[src/rtl/srl_fifo_reader.sv]
// First-word-fall-through FIFO over an SRL-style shift array: data shifts in at
// entry 0 and the head is read by address, so only the count moves on a read.
module srl_fifo_reader #(
  parameter int WIDTH     = 8,
  parameter int ADDR_W    = 5,
  parameter int AF_THRESH = 28
) (
  input  logic              CLK,
  input  logic              RST,
  input  logic              WR_EN,
  input  logic [WIDTH-1:0]  WR_DATA,
  output logic              FULL,
  output logic              ALMOST_FULL,
  input  logic              RD_EN,
  output logic [WIDTH-1:0]  RD_DATA,
  output logic              EMPTY,
  output logic [ADDR_W:0]   LEVEL,
  output logic              OVERFLOW,
  output logic              UNDERFLOW
);

  localparam int DEPTH = 1 << ADDR_W;
  localparam logic [ADDR_W:0] DEPTH_LVL = (ADDR_W+1)'(DEPTH);
  localparam logic [ADDR_W:0] AF_LVL    = (ADDR_W+1)'(AF_THRESH);

  logic [WIDTH-1:0]  mem [DEPTH];
  logic [ADDR_W:0]   cnt;
  logic [ADDR_W-1:0] rd_addr;
  logic              wr_acc;
  logic              rd_acc;
  logic              ovf_q;
  logic              unf_q;

  // Flags depend on cnt only, so acceptance always sees pre-edge state.
  assign EMPTY       = (cnt == '0);
  assign FULL        = (cnt == DEPTH_LVL);
  assign ALMOST_FULL = (cnt >= AF_LVL);
  assign LEVEL       = cnt;
  assign OVERFLOW    = ovf_q;
  assign UNDERFLOW   = unf_q;

  assign wr_acc = WR_EN & ~FULL;
  assign rd_acc = RD_EN & ~EMPTY;

  // At cnt == DEPTH the low bits wrap to zero and cnt-1 lands on DEPTH-1.
  assign rd_addr = ADDR_W'(cnt - 1'b1);
  assign RD_DATA = EMPTY ? '0 : mem[rd_addr];

  // Data storage: no reset; stale words are unreachable once cnt is cleared.
  always_ff @(posedge CLK) begin
    if (!RST && wr_acc) begin
      mem[0] <= WR_DATA;
      for (int i = 1; i < DEPTH; i++) begin
        mem[i] <= mem[i-1];
      end
    end
  end

  // Control: occupancy and sticky error flags.
  always_ff @(posedge CLK) begin
    if (RST) begin
      cnt   <= '0;
      ovf_q <= 1'b0;
      unf_q <= 1'b0;
    end else begin
      if (wr_acc && !rd_acc) begin
        cnt <= cnt + 1'b1;
      end else if (rd_acc && !wr_acc) begin
        cnt <= cnt - 1'b1;
      end
      if (WR_EN && FULL) begin
        ovf_q <= 1'b1;
      end
      if (RD_EN && EMPTY) begin
        unf_q <= 1'b1;
      end
    end
  end

endmodule

[config.mk]
export PLATFORM = sky130hd
export DESIGN_NAME = srl_fifo_reader
export DESIGN_NICKNAME = d
export VERILOG_FILES = /design/src/rtl/srl_fifo_reader.sv
export SDC_FILE = /design/constraint.sdc
export NUM_CORES = 1
export LEC_CHECK = 0
export CAP_MARGIN = 20
export CELL_PAD_IN_SITES_DETAIL_PLACEMENT = 0
export CELL_PAD_IN_SITES_GLOBAL_PLACEMENT = 1
export CORE_ASPECT_RATIO = 1.2
export CORE_MARGIN = 5
export CORE_UTILIZATION = 48
export CTS_CLUSTER_DIAMETER = 200
export DETAILED_ROUTE_END_ITERATION = 8
export GPL_TIMING_DRIVEN = 0
export HOLD_SLACK_MARGIN = 0.02
export PLACE_DENSITY_LB_ADDON = 0.1
export SLEW_MARGIN = 20
export SYNTH_ARGS = -nofsm -noshare
export SYNTH_HDL_FRONTEND = slang
export SYNTH_SLANG_ARGS = --single-unit
[constraint.sdc]
create_clock -name CLK -period 14.44 [get_ports CLK]
set_clock_uncertainty 0.1 [all_clocks]
set_input_delay 2.166 -clock CLK [delete_from_list [all_inputs] [get_ports CLK]]
set_output_delay 2.166 -clock CLK [all_outputs]
set_load 0.05 [all_outputs]
==> impl_summary.txt <==
----------------------------------------------------
[Synth]
  Share of the synthesized area in compound gates (AO/OA/AOI/OAI) ... 3.98%
  Number of flops mapped to enable cells by yosys ... around 260
  Flip-flop and latch count after synthesis ... 264
  Number of nets in the synthesized netlist ... 541
  Main combinational cell family by area after synthesis ... multiplexers
  Post-synthesis instance area ... 10500 um^2
  Basic-gate share of the synthesized area counting and, or, nand and nor cells ... 2.36%
  Synthesized-area fraction occupied by xor and xnor cells ... 0.765%
  Async set or reset register ratio after synthesis ... 0%
  Post-synthesis share of cell area spent on full adders, half adders and majority gates ... 0.478%
  Sequential fraction of the synthesis area ... 75.0%
  Most common cell in the synthesized netlist ... edfxtp_1
  Library cell occupying the most area in the post-synthesis netlist ... edfxtp_1
  Count of cell types in the netlist ... 36
  Post-synthesis area per instance ... 19.9 um^2
  Top cells by area in the synthesized netlist ... edfxtp_1 73%, mux4_2 7.1%, mux2i_1 5.6%
  Most frequent cells after synthesis ... 256 x edfxtp_1, 59 x mux2i_1, 33 x mux4_2
  Syn. warnings ... 0
  Dominant register cell in the synthesized netlist ... edfxtp_1
  Number of instances in the synthesized netlist ... 525
  Mux cell area share after synthesis ... 15.8%
  Area share of the largest cell type after synthesis ... between 70% and 80%

[Floorplanning]
  Std cell rows ... just under 60
  Area of the core ... 21600 um^2
  X dimension of the die ... 145 um
  Starting utilization of the core area ... 48.5%
  Ports placed on the boundary ... 31
  Total die area ... 24900 um^2
  Height of the die ... between 150 and 200 um

[Drt]
  Detailed-routing iteration count for the pre-antenna-repair pass ... 5
  Number of violations reported at the end of detailed-routing iteration 0 ... 395
  Avg Vias per Cell ... 5.78
  Remaining antenna violation count ... 0
  Count of unresolved DRC violations after routing ... 0
  Overall routed net length ... 19900 um
  Via Count ... just over 5000
  Average detailed-routed wire length per instance ... roughly 23 um

[Setup path]
  Type of element capturing the critical path ... output port
  Crit Path Category ... flop to output port
  Worst path bufs/invs ... 7
  Launch point of the worst reg-to-reg path ... LEVEL[0]$_SDFFE_PP0P_
  Worst reg2reg endpoint ... LEVEL[5]$_SDFFE_PP0P_
  Slowest stage delay, CP ... between 0.7 and 0.8 ns
  Required time reported for the critical path endpoint ... between 10 and 15 ns
  Arrival time at the worst endpoint ... 5.94 ns
  Setup slack on the worst flop-to-flop path ... 9.71 ns
  Worst-path fanout max ... 11
  Cell chain of the critical path ... buf_2, inv_1, clkbuf_1, clkbuf_1, ha_1, xor2_4, buf_6, nor2_1, clkbuf_1, a22oi_1, o21ai_0, o221ai_1, clkdlybuf4s50_1
  Top cell family by delay on the critical path ... buffers and inverters
  Max stage delay cell, worst path ... clkdlybuf4s50_1
  Logic depth of the worst register-to-register path ... 14
  Crit start category ... flop
  Most frequent CP cell ... clkbuf_1

[Global route]
  GRT overflow ... 0
  Largest net degree at the start of global routing ... 33
  Number of antenna violations at the first check in global routing ... 0
  Number of global-route vias before repair ... 5250
  Total global routing track utilization ... 16.0%
  Wire length of the first global-routing pass ... 30800 um

[Layout]
  Total Nets Final ... between 600 and 700
  Area overhead of the layout relative to synthesis ... 15.6%
  Total inserted antenna cells ... 0
  Proportion of layout cells with a drive suffix above 1 ... about 17%

[Place]
  HPWL after detailed placement ... 12900 um
  Routability cong. ... 0.774
  Number of port buffers ... 29

[Clock tree]
  Maximum clock insertion buffer count ... 3
  H-tree level count ... 1
  Total of hold buffers inserted after clock tree synthesis ... 0
  Clock-pin transition on the worst setup and hold timing paths ... 0.06 ns
  Number of gates resized after cts ... 0
  Total number of clock tree sinks ... 264
  Total CTS buffers ... 27
  Buffer count from post-CTS setup fixing ... 0
  Skew-Pair Late Insertion Delay ... 0.51 ns
  Cell at the root of the clock tree ... clkbuf_16
  TritonCTS clock tree ... built

[Hold path]
  Hold_sp ... mem[20][6]$_DFFE_PP_
  Cell depth of the worst min-delay path ... 0
  Hold/Removal Path Class ... flop to flop
  End of the worst hold path ... mem[21][6]$_DFFE_PP_

[STA]
  Count of endpoints failing hold in the final timing report ... 0
  Transition time at the pin with the least slew margin ... 0.917 ns
  Fmax ... 0.122 GHz
  Final critical delay including setup and external delays ... 8.21 ns
  Total negative slack for setup checks ... 0 ns
  Final Max Tran Viols ... 0
  Final clock period utilization by the worst path ... 56.8%
  RSZ-0062 raised after global routing ... no
  Worst slew slack as a fraction of its limit ... 38.6%
  Final setup vio count ... 0

[Job]
  Count of max-cap constraint violations ... 0

[Status]
  Status ... finished, final reports clean

----------------------------------------------------
==> state kept, by name, summed over array words and instances (netlist names) <==
name       cells
UNDERFLOW      1
mem          256
OVERFLOW       1
LEVEL          6
==> layout by cell type, fill, tap and decap left out, types with 3 or more instances in the layout <==
cell             synthesis  final
o211ai_2                 3      3
buf_12                   0      7
mux2_2                   7      7
edfxtp_1               256    256
clkbuf_1                 9     16
nor2_1                  12     12
clkinv_2                 0      3
buf_6                    4      4
mux4_1                   9      9
nand2b_1                 3      3
clkdlybuf4s50_1          0     29
nor3_1                   5      5
nand2_1                 14     14
buf_2                   14     14
o211ai_1                 6      6
o221ai_1                 7      7
ha_1                     4      4
a22oi_1                 14     14
inv_1                    3      3
o21ai_0                 19     19
a21oi_1                  9      9
clkbuf_16                0     27
and2_1                   3      3
xor2_1                   3      3
mux2i_1                 59     59
dfxtp_1                  8      8
clkinv_1                 0      6
xnor2_1                  3      3
mux4_2                  33     33
==> logic make-up after synthesis <==
| group | after synthesis |
|---|---|
| DFF | 264 |
| muxes | 108 |
| AOI/OAI and AO/OA | 60 |
| and+or+nand+nor | 50 |
| buffers and inverters | 32 |
| xor gates and xnor gates | 7 |
| adders and majority gates | 4 |
==> how the worst max path moves through the flow <==
stage,startpoint,end,slack [ns],cells after the start
2_1_floorplan,RST,mem[0][0]$_DFFE_PP_,4.85,2
3_3_place_gp,WR_EN,mem[0][0]$_DFFE_PP_,2.56,3
3_5_place_dp,LEVEL[0]$_SDFFE_PP0P_,RD_DATA[5],6.67,13
4_1_cts,LEVEL[0]$_SDFFE_PP0P_,RD_DATA[5],6.08,13
5_1_grt,LEVEL[0]$_SDFFE_PP0P_,RD_DATA[5],5.87,13
6_report,LEVEL[0]$_SDFFE_PP0P_,RD_DATA[5],6.23,13
==> worst reg2reg max path: cells and delay by family, from the launching register on <==
family                   cells  cell delay (ns)
flip-flops                   1             0.32
AO/OA/AOI/OAI                2             0.46
buffers and inverters        5             1.92
AND/OR/NAND/NOR              5             1.41
adder cells (fa/ha/maj)      2             0.46
==> per-layer routing <==
metal  routed length (um)  vias up  GRT usage (%)  part of all wire [%]
met2                 9560      129           25.3                    48
met5                    0        -              0                     0
met4                  269        0           3.69                   1.4
met3                 1030       21           2.64                   5.2
li1                     -     2296              -                     -
met1                 9020     2653           23.7                    45
==> layout make-up <==
class	count	area [um^2]
clock inverter	11	97.6
fill	1681	9460
sequential	264	7850
buffer	29	160
clock buffer	34	702
multi-input combinational	229	2450
inverter	3	11.3
timing repair buffer	38	485
tap	274	343
==> through the flow <==
stage	hold WS [ns]	cells	util, %	setup WS, ns	instance area, um^2
after CTS	0.345	882	56.1	6.08	12100
after floorplan	0.317	525	-	4.85	10500
final	0.343	882	56.1	6.23	12100
after global routing	0.353	882	56.1	5.87	12100
after detailed placement	0.325	837	52.4	6.67	11300
after global placement	0.323	828	51.5	2.56	11100
Power is left out: the tool's default activity adds up to more than one toggle a clock period on the data nets, which glitch-free logic cannot reach.
